==> config.mk <==
export PLATFORM = sky130hd
export DESIGN_NAME = wca_sample_packer
export DESIGN_NICKNAME = d
export VERILOG_FILES = /design/src/rtl/wca_packer_pkg.sv /design/src/rtl/wca_sat_counter8.sv /design/src/rtl/wca_sample_packer.sv
export SDC_FILE = /design/constraint.sdc
export NUM_CORES = 1
export LEC_CHECK = 0
export ABC_CLOCK_PERIOD_IN_PS = 2250
export CORE_MARGIN = 5
export CORE_UTILIZATION = 40
export CTS_BUF_LIST = sky130_fd_sc_hd__clkbuf_8
export CTS_CLUSTER_SIZE = 20
export DETAILED_ROUTE_END_ITERATION = 12
export GPL_TIMING_DRIVEN = 0
export MAX_ROUTING_LAYER = met4
export PLACE_DENSITY = 0.81
export SYNTH_ARGS = -nofsm -noshare
export SYNTH_HDL_FRONTEND = slang
export SYNTH_HIERARCHICAL = 1
export SYNTH_SLANG_ARGS = --single-unit
==> constraint.sdc <==
create_clock -name clock -period 2.25 [get_ports clock]
set_input_delay 0.225 -clock clock [delete_from_list [all_inputs] [get_ports clock]]
set_output_delay 0.225 -clock clock [all_outputs]
set_load 0.02 [all_outputs]
==> src/rtl/wca_packer_pkg.sv <==
// ============================================================================
// Module      : wca_packer_pkg
// Description : Shared types and constants for the wca_sample_packer slice:
//               packer state encoding, sample-mode codes, default header sync
//               byte and the header word builder.
// Revision    : 1.0 - initial release
// ============================================================================
`default_nettype none

package wca_packer_pkg;

  // Packer control states.
  typedef enum logic [1:0] {
    IDLE = 2'd0,
    HDR  = 2'd1,
    DATA = 2'd2
  } state_e;

  // Sample packing modes, latched when the stream starts.
  localparam logic MODE_IQ16 = 1'b0;  // one 16-bit I/Q pair per word
  localparam logic MODE_IQ8  = 1'b1;  // two 8-bit I/Q pairs per word

  // Default sync byte placed in header word bits [31:24].
  localparam logic [7:0] HDR_SYNC_DEFAULT = 8'hA5;

  // Header word layout: {sync, overflow count, sequence number}.
  function automatic logic [31:0] make_hdr(input logic [7:0]  sync,
                                           input logic [7:0]  ovf,
                                           input logic [15:0] seq);
    return {sync, ovf, seq};
  endfunction

endpackage

`default_nettype wire

==> src/rtl/wca_sat_counter8.sv <==
// ============================================================================
// Module      : wca_sat_counter8
// Description : 8-bit up counter that sticks at 8'hFF, with synchronous clear
//               (priority over increment) and asynchronous active-low reset.
// Revision    : 1.0 - initial release
// ============================================================================
`default_nettype none

module wca_sat_counter8 (
  input  logic       i_clk,
  input  logic       i_rst_n,
  input  logic       i_clr,
  input  logic       i_inc,
  output logic [7:0] o_count
);

  logic [7:0] r_count;

  // Count increments until all ones, then holds; clear wins over increment.
  always_ff @(posedge i_clk or negedge i_rst_n) begin
    if (!i_rst_n) begin
      r_count <= 8'h00;
    end else if (i_clr) begin
      r_count <= 8'h00;
    end else if (i_inc && (r_count != 8'hFF)) begin
      r_count <= r_count + 8'h01;
    end
  end

  assign o_count = r_count;

endmodule

`default_nettype wire

==> src/rtl/wca_sample_packer.sv <==
// ============================================================================
// Module      : wca_sample_packer
// Description : Packs strobed 16-bit I/Q samples into 32-bit FIFO words with a
//               one-cycle write strobe. Mode 0 emits {I,Q} per sample; mode 1
//               emits {I1[15:8],Q1[15:8],I2[15:8],Q2[15:8]} per sample pair.
//               Words presented while the FIFO is full are dropped and counted
//               in a saturating overflow counter.
//               Build option WCA_PACKER_HEADER_EN adds a header word
//               {HDR_SYNC, overflow_count, seq} ahead of every FRAME_LEN
//               data words.
// Revision    : 1.0 - initial release
// ============================================================================
`default_nettype none

module wca_sample_packer
  import wca_packer_pkg::*;
#(
  parameter int unsigned FRAME_LEN = 256,
  parameter logic [7:0]  HDR_SYNC  = HDR_SYNC_DEFAULT
) (
  input  logic        clock,
  input  logic        reset,
  input  logic        enable,
  input  logic        mode,
  input  logic        strobe_in,
  input  logic [15:0] i_in,
  input  logic [15:0] q_in,
  input  logic        fifo_full,
  output logic [31:0] out,
  output logic        enable_out,
  output logic [7:0]  overflow_count
);

  state_e      r_state;
  state_e      w_state_nxt;
  logic        r_mode;
  logic        r_half_vld;
  logic [15:0] r_half;
  logic [31:0] r_out;
  logic        r_wen;

  logic        w_start;       // leaving IDLE: latch mode, clear overflow count
  logic        w_store_half;  // first sample of a mode-1 pair
  logic        w_data_emit;   // a data word is presented this cycle
  logic        w_emit;
  logic        w_drop;
  logic [31:0] w_data_word;
  logic [7:0]  w_ovf_count;

`ifdef WCA_PACKER_HEADER_EN
  localparam logic [15:0] c_LAST_WORD = 16'(FRAME_LEN - 1);

  logic [15:0] r_word_cnt;
  logic [15:0] r_seq;
  logic        w_hdr_emit;
  logic        w_hdr_strobe_drop;
  logic        w_frame_end;
`else
  // Framing parameters only matter in header builds.
  logic        w_unused_cfg;
  assign w_unused_cfg = ^{HDR_SYNC, 16'(FRAME_LEN)};
`endif

  // State register.
  always_ff @(posedge clock or negedge reset) begin
    if (!reset) begin
      r_state <= IDLE;
    end else begin
      r_state <= w_state_nxt;
    end
  end

  // Next-state and per-cycle emit/store decisions; enable low always wins.
  always_comb begin
    w_state_nxt  = r_state;
    w_start      = 1'b0;
    w_store_half = 1'b0;
    w_data_emit  = 1'b0;
`ifdef WCA_PACKER_HEADER_EN
    w_hdr_emit        = 1'b0;
    w_hdr_strobe_drop = 1'b0;
    w_frame_end       = 1'b0;
`endif
    case (r_state)
      IDLE: begin
        if (enable) begin
          w_start = 1'b1;
`ifdef WCA_PACKER_HEADER_EN
          w_state_nxt = HDR;
`else
          w_state_nxt = DATA;
`endif
        end
      end
`ifdef WCA_PACKER_HEADER_EN
      HDR: begin
        if (!enable) begin
          w_state_nxt = IDLE;
        end else begin
          // A sample arriving in the header slot has nowhere to go.
          w_hdr_emit        = 1'b1;
          w_hdr_strobe_drop = strobe_in;
          w_state_nxt       = DATA;
        end
      end
`endif
      DATA: begin
        if (!enable) begin
          w_state_nxt = IDLE;
        end else if (strobe_in) begin
          if ((r_mode == MODE_IQ8) && !r_half_vld) begin
            w_store_half = 1'b1;
          end else begin
            w_data_emit = 1'b1;
`ifdef WCA_PACKER_HEADER_EN
            // Dropped words count toward the frame so its length is fixed.
            if (r_word_cnt == c_LAST_WORD) begin
              w_frame_end = 1'b1;
              w_state_nxt = HDR;
            end
`endif
          end
        end
      end
      default: begin
        w_state_nxt = IDLE;
      end
    endcase
  end

  assign w_data_word = (r_mode == MODE_IQ8) ? {r_half, i_in[15:8], q_in[15:8]}
                                            : {i_in, q_in};

`ifdef WCA_PACKER_HEADER_EN
  assign w_emit = w_data_emit | w_hdr_emit;
  assign w_drop = (w_emit & fifo_full) | w_hdr_strobe_drop;
`else
  assign w_emit = w_data_emit;
  assign w_drop = w_emit & fifo_full;
`endif

  // Stream mode is captured once per stream start.
  always_ff @(posedge clock or negedge reset) begin
    if (!reset) begin
      r_mode <= MODE_IQ16;
    end else if (w_start) begin
      r_mode <= mode;
    end
  end

  // Mode-1 upper half-word; discarded whenever the stream stops.
  always_ff @(posedge clock or negedge reset) begin
    if (!reset) begin
      r_half_vld <= 1'b0;
      r_half     <= 16'h0000;
    end else if (w_state_nxt == IDLE) begin
      r_half_vld <= 1'b0;
    end else if (w_store_half) begin
      r_half_vld <= 1'b1;
      r_half     <= {i_in[15:8], q_in[15:8]};
    end else if (w_data_emit) begin
      r_half_vld <= 1'b0;
    end
  end

  // Output word and write strobe; the word updates even when the FIFO is full.
  always_ff @(posedge clock or negedge reset) begin
    if (!reset) begin
      r_out <= 32'h0000_0000;
      r_wen <= 1'b0;
    end else begin
      r_wen <= w_emit & ~fifo_full;
      if (w_emit) begin
`ifdef WCA_PACKER_HEADER_EN
        r_out <= w_hdr_emit ? make_hdr(HDR_SYNC, w_ovf_count, r_seq) : w_data_word;
`else
        r_out <= w_data_word;
`endif
      end
    end
  end

`ifdef WCA_PACKER_HEADER_EN
  // Frame position restarts with each stream; sequence only resets with reset.
  always_ff @(posedge clock or negedge reset) begin
    if (!reset) begin
      r_word_cnt <= 16'h0000;
      r_seq      <= 16'h0000;
    end else begin
      if (w_start || w_frame_end) begin
        r_word_cnt <= 16'h0000;
      end else if (w_data_emit) begin
        r_word_cnt <= r_word_cnt + 16'h0001;
      end
      if (w_hdr_emit) begin
        r_seq <= r_seq + 16'h0001;
      end
    end
  end
`endif

  wca_sat_counter8 u_ovf_cnt (
    .i_clk   (clock),
    .i_rst_n (reset),
    .i_clr   (w_start),
    .i_inc   (w_drop),
    .o_count (w_ovf_count)
  );

  assign out            = r_out;
  assign enable_out     = r_wen;
  assign overflow_count = w_ovf_count;

endmodule

`default_nettype wire
==> metrics <==
outcome=finished, violations left; failing checks=hold timing; die width=94.7 um; H-tree depth=3; syn avg cell area=14.2 um2; die height=94.7 um; first-pass GRT wire length=10,700 um; Hold Slack=-0.0129 ns; DP HPWL=4690 um; pwr/cell area=892 mW/mm2; CTS Buf Count=9; Synth top area share=53.2%; Peak Freq=481 MHz; P_leak=1.73 nW; Finished Layout Cells=394; Post-Synth XOR/XNOR Area=0%; Reg clk slew, reported paths=0.07 ns; post-layout minimum cycle time=2.08 ns; Final Cycle Share=92.4%; skew final=0.00486 ns; Mapped Nets=241; Synth Warn #=6; final setup margin=0.171 ns; P_int=0.00253 W; largest family of logic cells by synthesized area=multiplexers; async set-reset flop share out of synthesis=100%; startpoint type of the worst setup path=flop; antenna violations before repair=0; P&R area growth vs syn=39.0%; number of global-route vias before repair=2,180; crit-path max FO=10; worst-margin pin slew=0.835 ns; Crit. End Element=flop; Multi-input gate area=0.00126 mm2; Comb pwr share=32.1%; post-synthesis compound-gate area fraction=2.35%; die area=0.00897 mm2; WL final=6400 um; final number of setup-violating endpoints=0; Sw Ratio=28.8%; fill cell count=592; DR vias/cell=4.89; Sequential Power Share=41.4%; global route overflow=0; Sink Count=61; Clock Tree Buf Depth=2; clock power share=26.6%; setup slack at placement=-0.409 ns; Seq cells post-synth=61; Max Transition Viols Final=0; Post-synth EDFFs=0; register area share after synthesis=53.2%; Storage cell area=0.00153 mm2; nets@finish=332; HP Class=input port to asynchronous set/reset pin; critical setup path kind=flop to flop; Tot Pwr=0.00356 W; RSZ-0062 raised after global routing=false; largest net degree at the start of global routing=37; RePlAce Congestion=0.752; synth unique cells=36; Slew HR=44.4%; commonest non-fill, non-tap cell in the layout=mux2_2; antenna diode count=0; post-route DRC violation count=0; detailed-route via count=1,928; VDD IR max=486 uV; Mapped Area=0.00287 mm2; Final ANT Viol Nets=0; CTS root buf=clkbuf_8; Critical Path RT=2.47 ns; Starting Density=41.6%; Max Cap Viol=0; 1st-iter DRT viols=33; DRT Pass-1 Iters=4; mux cell area share after synthesis=32.9%; Hold Violations, Final=13; Sw Pwr=0.00103 W; All-Layer GR Usage=16.1%; fraction of layout cells with a size suffix above 1=38.9%; Worst R2R Setup Slack=0.17 ns; most frequent cells in the layout=mux2_2, clkdlybuf4s50_1, dfrtp_1, clkbuf_8, buf_6; IO buf count=78; cell row count=30; ys flop type=dfrtp_1; dominant cells by area after synthesis=dfrtp_1, mux2_2, buf_6, nand2b_4, nor2b_1; CP arrival=2.30 ns; Placed Cells incl. Taps=377; Post-Synth Simple-Gate Area=7.89%; routed len/inst=16.2 um; clock latency at the later pin of the worst-skew pair=0.33 ns; Synth Area in Adders=0.436%; core area=0.00691 mm2; CTS tree=done; I/O Pins=79; Synth area leader=dfrtp_1; Synth Instances=202
[synthesized netlist by cell type (2+ instances only)]
cell,n
mux2_2,82
dfrtp_1,61
buf_6,5
nor2b_1,4
nor3_1,4
a21oi_1,3
buf_2,3
inv_1,3
nand2_1,3
nand2b_1,3
nor2_1,3
clkbuf_1,2
nand2b_4,2
nand3_1,2
[worst max-delay path: stages, from the launching register on]
cell and delay (ns):
dfrtp_1 0.37, buf_6 0.14, nand2b_4 0.08, nor3b_4 0.21, buf_6 0.18, and2_1 0.13
buf_2 0.19, a21boi_1 0.30, mux2_2 0.37
[final timing paths]
check / start / endpoint / cells past startpoint
min in group clock: fifo_full / enable_out$_DFF_PN0_ / 2
setup reg to reg: r_mode$_DFFE_PN0P_ / u_ovf_cnt/o_count[0]$_DFFE_PN0P_ / 8
hold reg to reg: r_half[8]$_DFFE_PN0P_ / r_half[8]$_DFFE_PN0P_ / 1
max in group asynchronous: reset / out[3]$_DFFE_PN0P_ / 2
hold / removal: reset / u_ovf_cnt/o_count[6]$_DFFE_PN0P_ / 1
setup / recovery: r_mode$_DFFE_PN0P_ / u_ovf_cnt/o_count[0]$_DFFE_PN0P_ / 8
[per-layer routing]
| metal | GRT usage [%] | wire, um | vias up |
|---|---|---|---|
| li1 | - | - | 911 |
| met1 | 19.1 | 2760 | 957 |
| met2 | 26.5 | 3240 | 50 |
| met3 | 3.03 | 281 | 10 |
| met4 | 7.21 | 114 | 0 |
| met5 | - | 0 | - |
[per-stage QoR]
step           area [um2]  TNS [ns]  utilization (%)
2_1_floorplan        2870         0                -
3_3_place_gp         3770    -65.80             54.6
3_5_place_dp         3790     -1.81             54.8
4_1_cts              3990         0             57.7
5_1_grt              3990         0             57.8
6_report             3990         0             57.8
[sequential cells by signal (all words and copies together) (netlist names)]
register	count
enable_out	1
out	32
r_half	16
r_half_vld	1
r_mode	1
r_state	2
u_ovf_cnt/o_count	8
[layout make-up]
class | instances | area share, %
Timing Repair Buffer | 80 | 20.1
Tap cell | 96 | 3.01
Inverter | 3 | 0.282
Clock inverter | 6 | 1.35
Multi-Input combinational cell | 128 | 31.6
Clock buffer | 10 | 3.45
Buffer | 10 | 1.97
Sequential cell | 61 | 38.2
[power groups by stage]
stage	clock network, W	logic [W]	registers, W
2_1_floorplan	0	0.000409	0.00169
3_3_place_gp	0	0.00113	0.00149
3_5_place_dp	0	0.00116	0.00150
4_1_cts	0.000978	0.00116	0.00148
5_1_grt	0.00103	0.00121	0.00151
6_report	0.000946	0.00114	0.00147
[kinds of logic (layout without fill, tap and decap cells)]
logic type	Yosys count	after routing
multiplexers	84	84
flip-flops	61	61
AND/OR/NAND/NOR	32	32
buffers and inverters	13	109
AO/OA/AOI/OAI	10	10
adder cells (fa/ha/maj)	1	1
other	1	1
[what timing repair did]
item / in CTS / in global routing
setup endpoints to repair: 4 / 2
setup buffers: 1 / 0
gates resized for setup: 0 / 2
endpoints found under the hold margin: 0 / 0
hold buffers: 0 / 0
pin swaps: 0 / 0
(Power assumes the default switching activity.)
